## config.mk

```make
export PLATFORM = sky130hd
export DESIGN_NAME = count_lead_unit
export DESIGN_NICKNAME = d
export VERILOG_FILES = /design/src/rtl/count_lead_unit.sv
export SDC_FILE = /design/constraint.sdc
export NUM_CORES = 1
export LEC_CHECK = 0
export CAP_MARGIN = 20
export CORE_MARGIN = 8
export CORE_UTILIZATION = 25
export DETAILED_ROUTE_END_ITERATION = 7
export GPL_TIMING_DRIVEN = 1
export MAX_ROUTING_LAYER = met4
export PLACE_DENSITY = 0.51
export SLEW_MARGIN = 10
export SYNTH_ARGS = -nofsm -noshare
export SYNTH_HDL_FRONTEND = slang
export SYNTH_SLANG_ARGS = --single-unit
```

## constraint.sdc

```tcl
create_clock -name Clk -period 2.8 [get_ports Clk]
set_input_delay 0.42 -clock Clk [delete_from_list [all_inputs] [get_ports Clk]]
set_output_delay 0.42 -clock Clk [all_outputs]
set_load 0.03 [all_outputs]
```

## src/rtl/count_lead_unit.sv

```systemverilog
// count_lead_unit: multi-cycle leading-zero / leading-one counter.
// Ports: Clk, Reset (sync, active-low), Start, Mode (0=CLZ, 1=CLO), A -> Busy, Done, Count.
module count_lead_unit #(
  parameter int WIDTH = 32
) (
  input  logic                     Clk,
  input  logic                     Reset,
  input  logic                     Start,
  input  logic                     Mode,
  input  logic [WIDTH-1:0]         A,
  output logic                     Busy,
  output logic                     Done,
  output logic [$clog2(WIDTH):0]   Count
);

  localparam int CW = $clog2(WIDTH) + 1;
  localparam logic [CW-1:0] WMAX = CW'(WIDTH);

  typedef enum logic [1:0] {
    IDLE = 2'd0,
    SCAN = 2'd1,
    DONE = 2'd2
  } state_t;

  state_t           state, state_n;
  logic [CW-1:0]    cnt, cnt_n;
  logic [WIDTH-1:0] shreg, shreg_n;
  logic [CW-1:0]    count_n;
  logic             done_n;
  logic             busy_n;

  always_ff @(posedge Clk) begin
    if (!Reset) begin
      state <= IDLE;
      cnt   <= '0;
      shreg <= '0;
      Count <= '0;
      Done  <= 1'b0;
      Busy  <= 1'b0;
    end else begin
      state <= state_n;
      cnt   <= cnt_n;
      shreg <= shreg_n;
      Count <= count_n;
      Done  <= done_n;
      Busy  <= busy_n;
    end
  end

  // CLO is folded into CLZ by inverting the operand at capture.
  // The cnt==WMAX term ends the scan of an all-zero shreg
  // before the counter could wrap.
  always_comb begin
    state_n = state;
    cnt_n   = cnt;
    shreg_n = shreg;
    count_n = Count;
    done_n  = 1'b0;
    unique case (state)
      IDLE: begin
        if (Start) begin
          state_n = SCAN;
          cnt_n   = '0;
          shreg_n = Mode ? ~A : A;
        end
      end
      SCAN: begin
        if (shreg[WIDTH-1] || (cnt == WMAX)) begin
          count_n = cnt;
          state_n = DONE;
          done_n  = 1'b1;
        end else begin
          cnt_n   = cnt + 1'b1;
          shreg_n = {shreg[WIDTH-2:0], 1'b0};
        end
      end
      DONE: begin
        state_n = IDLE;
      end
      default: begin
        state_n = IDLE;
      end
    endcase
    busy_n = (state_n != IDLE);
  end

endmodule
```

; ---- Word-level counts from Yosys, hierarchy flattened
; Index checks and enable logic that the tools add are counted.
[totals]
reg_bits = 48
latch_bits = 0
ram_bits = 0
mem_bits_ro = 0
inputBits = 36
out_inout_bits = 8
wordCells = 30
memories = 0
[op_classes]
n_addsub = 1
mul = 0
n_div = 0
n_lt_le_gt_ge = 0
eq_ne = 4
n_shift = 0
n_mux = 11
n_bitwise = 1
reduce_logical = 7
[op_table]
columns = op, count
row1 = two-way mux 32 bit, 3
row2 = case mux 32 bit (2 select lines), 1
row3 = NOT 32 bit, 1
row4 = two-way mux 6 bit, 2
row5 = case mux 6 bit (2 select lines), 1
row6 = "adder 6 x 1 -> 6 bit, second input constant", 1
row7 = "equality test 6 bit, second input constant", 1
row8 = two-way mux 2 bit, 2
row9 = "inequality test 2 bit, second input constant", 2
row10 = case mux 2 bit (2 select lines), 1
row11 = AND reduction 2 bit, 2
row12 = nonzero test 2 bit, 2
row13 = AND reduction 3 bit, 1
row14 = "equality test 2 x 1 -> 1 bit, second input constant", 1
row15 = logical NOT 2 bit, 1
row16 = logical OR 1 bit, 1
row17 = two-way mux 1 bit, 1

; ---- Logic depth before layout (Yosys ltp)
[depth]
ltp_word = 5
ltp_mapped = 7
mapped_depth_nobuf = 6

; ---- Least setup slack after synthesis
; No wires, ideal clock.
[synth_timing]
path_type = flip-flop to flip-flop
start = reg cnt[0]
end = reg shreg[10]
setup_time_ns = 0.072
arrival_ns = 1.499
t_required_ns = 2.728
slack_ns = 1.230
path_stages_with_launch = 8
n_path_buf = 2
period_less_slack_ns = 1.570
cell_sequence = dfxtp_1 > inv_1 > ha_1 > and4b_1 > nor3_2 > buf_6 > buf_6 > mux2i_1
[synth_via]
elab_chain_len = 4
[synth_lines]
columns = element, line
row1 = start: declaration, 26  ; logic [CW-1:0] cnt, cnt_n;
row2 = start signal: assignment, 42  ; cnt <= cnt_n;
row3 = equality test 6 bit, 68  ; if (shreg[WIDTH-1] || (cnt == WMAX)) begin
row4 = logical OR 1 bit, 68
row5 = inequality test 2 bit (no line), n/a
row6 = AND reduction 3 bit (no line), n/a
row7 = end signal: assignment, 43  ; shreg <= shreg_n;
row8 = end: declaration, 27  ; logic [WIDTH-1:0] shreg, shreg_n;
; Every way passes these cells.
; A chain may end at the register's enable or synchronous reset.

; ---- Worst setup path after layout
[layout_timing]
start = reg cnt[0]
end = reg shreg[1]
; Same word-level chain as after synthesis.

==> key figures <==
Run status
  • Outcome: completed

Route
  • Routed wire length: 5520 um
  • Routed vias: roughly 2000
  • Starting DRC count in detailed routing: 83
  • Drt pass-1 iters: 4
  • Vias/cell: 4.34
  • Antenna-violating nets left: 0
  • # DRC: 0
  • WL/cell: between 10 and 15 um

Global routing
  • Grt total ovfl: 0
  • Vias in the first global route: between 2000 and 2500
  • Largest net degree at the start of global routing: 44
  • First-pass GRT wire length: between 9000 and 10000 um
  • Initial antenna violation count: 0
  • Global Route Usage Sum: 0.0900

Timing
  • Slew Viols, Final: 0
  • Period utilization: 0.688
  • Fin. Hold Viols: 0
  • FMAX: between 500 and 600 MHz
  • Post-route worst setup slack: roughly 0.87 ns
  • Final Setup Violations: 0
  • Worst slew margin: 0.528
  • Setup total negative slack: 0 ns
  • Slew @ Worst Pin: 0.707 ns
  • Final Critical Period: about 1.9 ns
  • RSZ-0062 raised after global routing: false
  • Clock Skew: approximately 0.0098 ns

Logic synthesis
  • Syn Nets: between 300 and 400
  • Sequential-to-total area share from yosys stat: 0.380
  • Post-synthesis register bit count: 48
  • Avg Cell Area, Syn: ~8.8 um^2
  • Mapped Area: approximately 2500 um^2
  • Synth cell types: 38
  • YS warnings: 0
  • Syn Inst Count: 288

Power
  • Leak: approximately 1.2 nW
  • Peak supply drop: 0.196 mV
  • Power Density: 534 nW/um^2
  • Post-layout power: 1.70 mW

Placed design
  • Pre-CTS setup slack: about 0.77 ns
  • DP Wirelength: 3820 um
  • I/O Buffers: between 40 and 50
  • Routability cong.: 0.790

Worst hold path
  • Hold Crit Start: shreg[22]
  • Hold Path End: shreg[22]
  • Hold/Removal Path Class: register to register
  • Hold depth: 2

Clock network
  • Clk sink count: between 40 and 50
  • Clock Path Buffers: 2
  • Clock Pin Slew Worst Setup and Hold Paths: roughly 0.1 ns
  • Clock latency on the worst-skew pair: roughly 0.3 ns
  • Clock tree root buffer cell: clkbuf_8
  • TritonCTS clock tree: built
  • Post-CTS Resized: 0
  • TritonCTS Buffers: 5
  • CTS H-tree lvls: 2
  • Setup Buffers After CTS: 0
  • Hold buffers post-CTS: 0

Setup path
  • Register-to-register setup slack: approximately 0.87 ns
  • Crit end category: register
  • Critical path data required time: roughly 3 ns
  • Largest fanout on the critical path: 38
  • R2r endpoint: shreg[1]
  • Reg2reg path depth: 6
  • Critical R2R Launch: cnt[0]
  • Startpoint Class: register
  • WS Path Type: register to register
  • CP arrival: approximately 2.2 ns

Finish
  • Multi-input gate area: between 1000 and 1500 um^2
  • Layout Utilization: 0.324
  • # fillers: approximately 1100
  • Nets: ~360
  • Register area: 961 um^2
  • Area growth syn-to-layout: 25.6%
  • Antenna diode count: 0
  • Fraction of layout cells with a size suffix above 1: 0.0625

Floorplan
  • FP Rows: 36
  • Die height: between 100 and 150 um
  • Core box area: roughly 9800 um^2
  • I/O pins: 44
  • Die area: ~14000 um^2
  • Initial Utilization: 0.258
  • Die width: 117 um

Flow run
  • Max Cap Violations: 0
==> registers in the layout, indices dropped and copies added (netlist names) <==
name / cells
Busy: 1
Count: 6
Done: 1
cnt: 6
shreg: 32
state: 2
==> worst max path at each step <==
| stage | startpoint | end | slack [ns] | depth (start not counted) |
|---|---|---|---|---|
| after floorplan | cnt[0] | shreg[10] | 1.23 | 7 |
| after global placement | Start | shreg[27] | 0.80 | 5 |
| after detailed placement | Start | shreg[1] | 0.77 | 5 |
| after CTS | cnt[0] | shreg[1] | 0.86 | 6 |
| after global routing | cnt[0] | shreg[10] | 0.68 | 6 |
| final | cnt[0] | shreg[1] | 0.87 | 6 |
==> power breakdown <==
group	switching (mW)	total (mW)	internal, mW	leakage, nW
sequential	0.0393	0.794	0.755	0.395
clock	0.242	0.534	0.292	0.0614
combinational	0.185	0.367	0.183	0.747
==> metrics by stage <==
step / hold slack (ns) / area (um^2) / cells
2_1_floorplan: 0.435 / 2530 / 288
3_3_place_gp: 0.442 / 3060 / 445
3_5_place_dp: 0.447 / 3060 / 445
4_1_cts: 0.464 / 3180 / 453
5_1_grt: 0.479 / 3180 / 453
6_report: 0.460 / 3180 / 453
==> Yosys cell counts <==
library cell | number | share of area
nand3b_1 | 1 | 0.0030
a21boi_1 | 1 | 0.0030
o32ai_1 | 1 | 0.0035
buf_2 | 5 | 0.0099
dfxtp_1 | 48 | 0.38
and4_1 | 1 | 0.0035
ha_1 | 2 | 0.0099
buf_1 | 1 | 0.0015
nor2_1 | 1 | 0.0015
a21oi_1 | 1 | 0.0020
buf_6 | 3 | 0.013
a2111oi_0 | 1 | 0.0035
o211ai_1 | 31 | 0.092
clkbuf_1 | 15 | 0.022
nor3b_2 | 1 | 0.0049
nand3_1 | 2 | 0.0040
xor2_1 | 1 | 0.0035
or4_1 | 1 | 0.0030
o21ai_1 | 4 | 0.0079
nor3_1 | 1 | 0.0020
o22ai_1 | 1 | 0.0025
nor2b_1 | 3 | 0.0074
o21ai_0 | 1 | 0.0020
and2_1 | 3 | 0.0074
o21a_1 | 1 | 0.0030
nand2_1 | 76 | 0.11
a211oi_2 | 1 | 0.0049
inv_1 | 3 | 0.0045
o41ai_1 | 1 | 0.0035
xnor2_1 | 31 | 0.11
and4b_1 | 1 | 0.0040
nor3_2 | 1 | 0.0040
a31oi_1 | 2 | 0.0049
o2111a_1 | 1 | 0.0045
mux2i_1 | 37 | 0.15
and3_1 | 1 | 0.0025
nand2b_1 | 1 | 0.0025
nor2_2 | 1 | 0.0025
==> cells in the final DEF, fill, tap and decap left out, types with 2 or more instances in the layout <==
cell              n
buf_2             2
a31oi_1           2
nand3_1           2
o211ai_1         31
dfxtp_1          48
clkdlybuf4s50_1  41
clkbuf_8          6
buf_4             4
ha_1              2
and2_1            3
nand2_1          76
o21ai_1           4
mux2i_1          37
xnor2_1          31
inv_1             3
nor2b_1           3
==> worst max-delay path, cell delays in order, from the launching register on <==
cell and delay, ns:
dfxtp_1 0.40, inv_1 0.06, ha_1 0.20, and4b_1 0.25, nor3_4 0.16, buf_4 0.50, mux2i_1 0.25
==> final cells by class <==
type / count / share of cell area
clock buffer: 6 / 0.0260
tap: 133 / 0.0524
sequential: 48 / 0.302
multi-input combinational: 213 / 0.456
timing repair buffer: 48 / 0.148
clock inverter: 2 / 0.0122
inverter: 3 / 0.00354
==> cells by family after synthesis <==
group | count (synthesis) | share of synthesized area
XOR/XNOR | 32 | 0.111
flip-flops | 48 | 0.380
buffers and inverters | 27 | 0.0514
AND/OR/NAND/NOR | 95 | 0.165
adder cells (fa/ha/maj) | 2 | 0.00989
multiplexers | 37 | 0.146
AO/OA/AOI/OAI | 47 | 0.137
==> routing by layer <==
layer	part of all wire	global-route usage
met1	0.48	0.104
met2	0.46	0.145
met3	0.046	0.0269
met4	0.014	0.0333
met5	0	-
No activity file was read; power rests on OpenSTA's default activity.
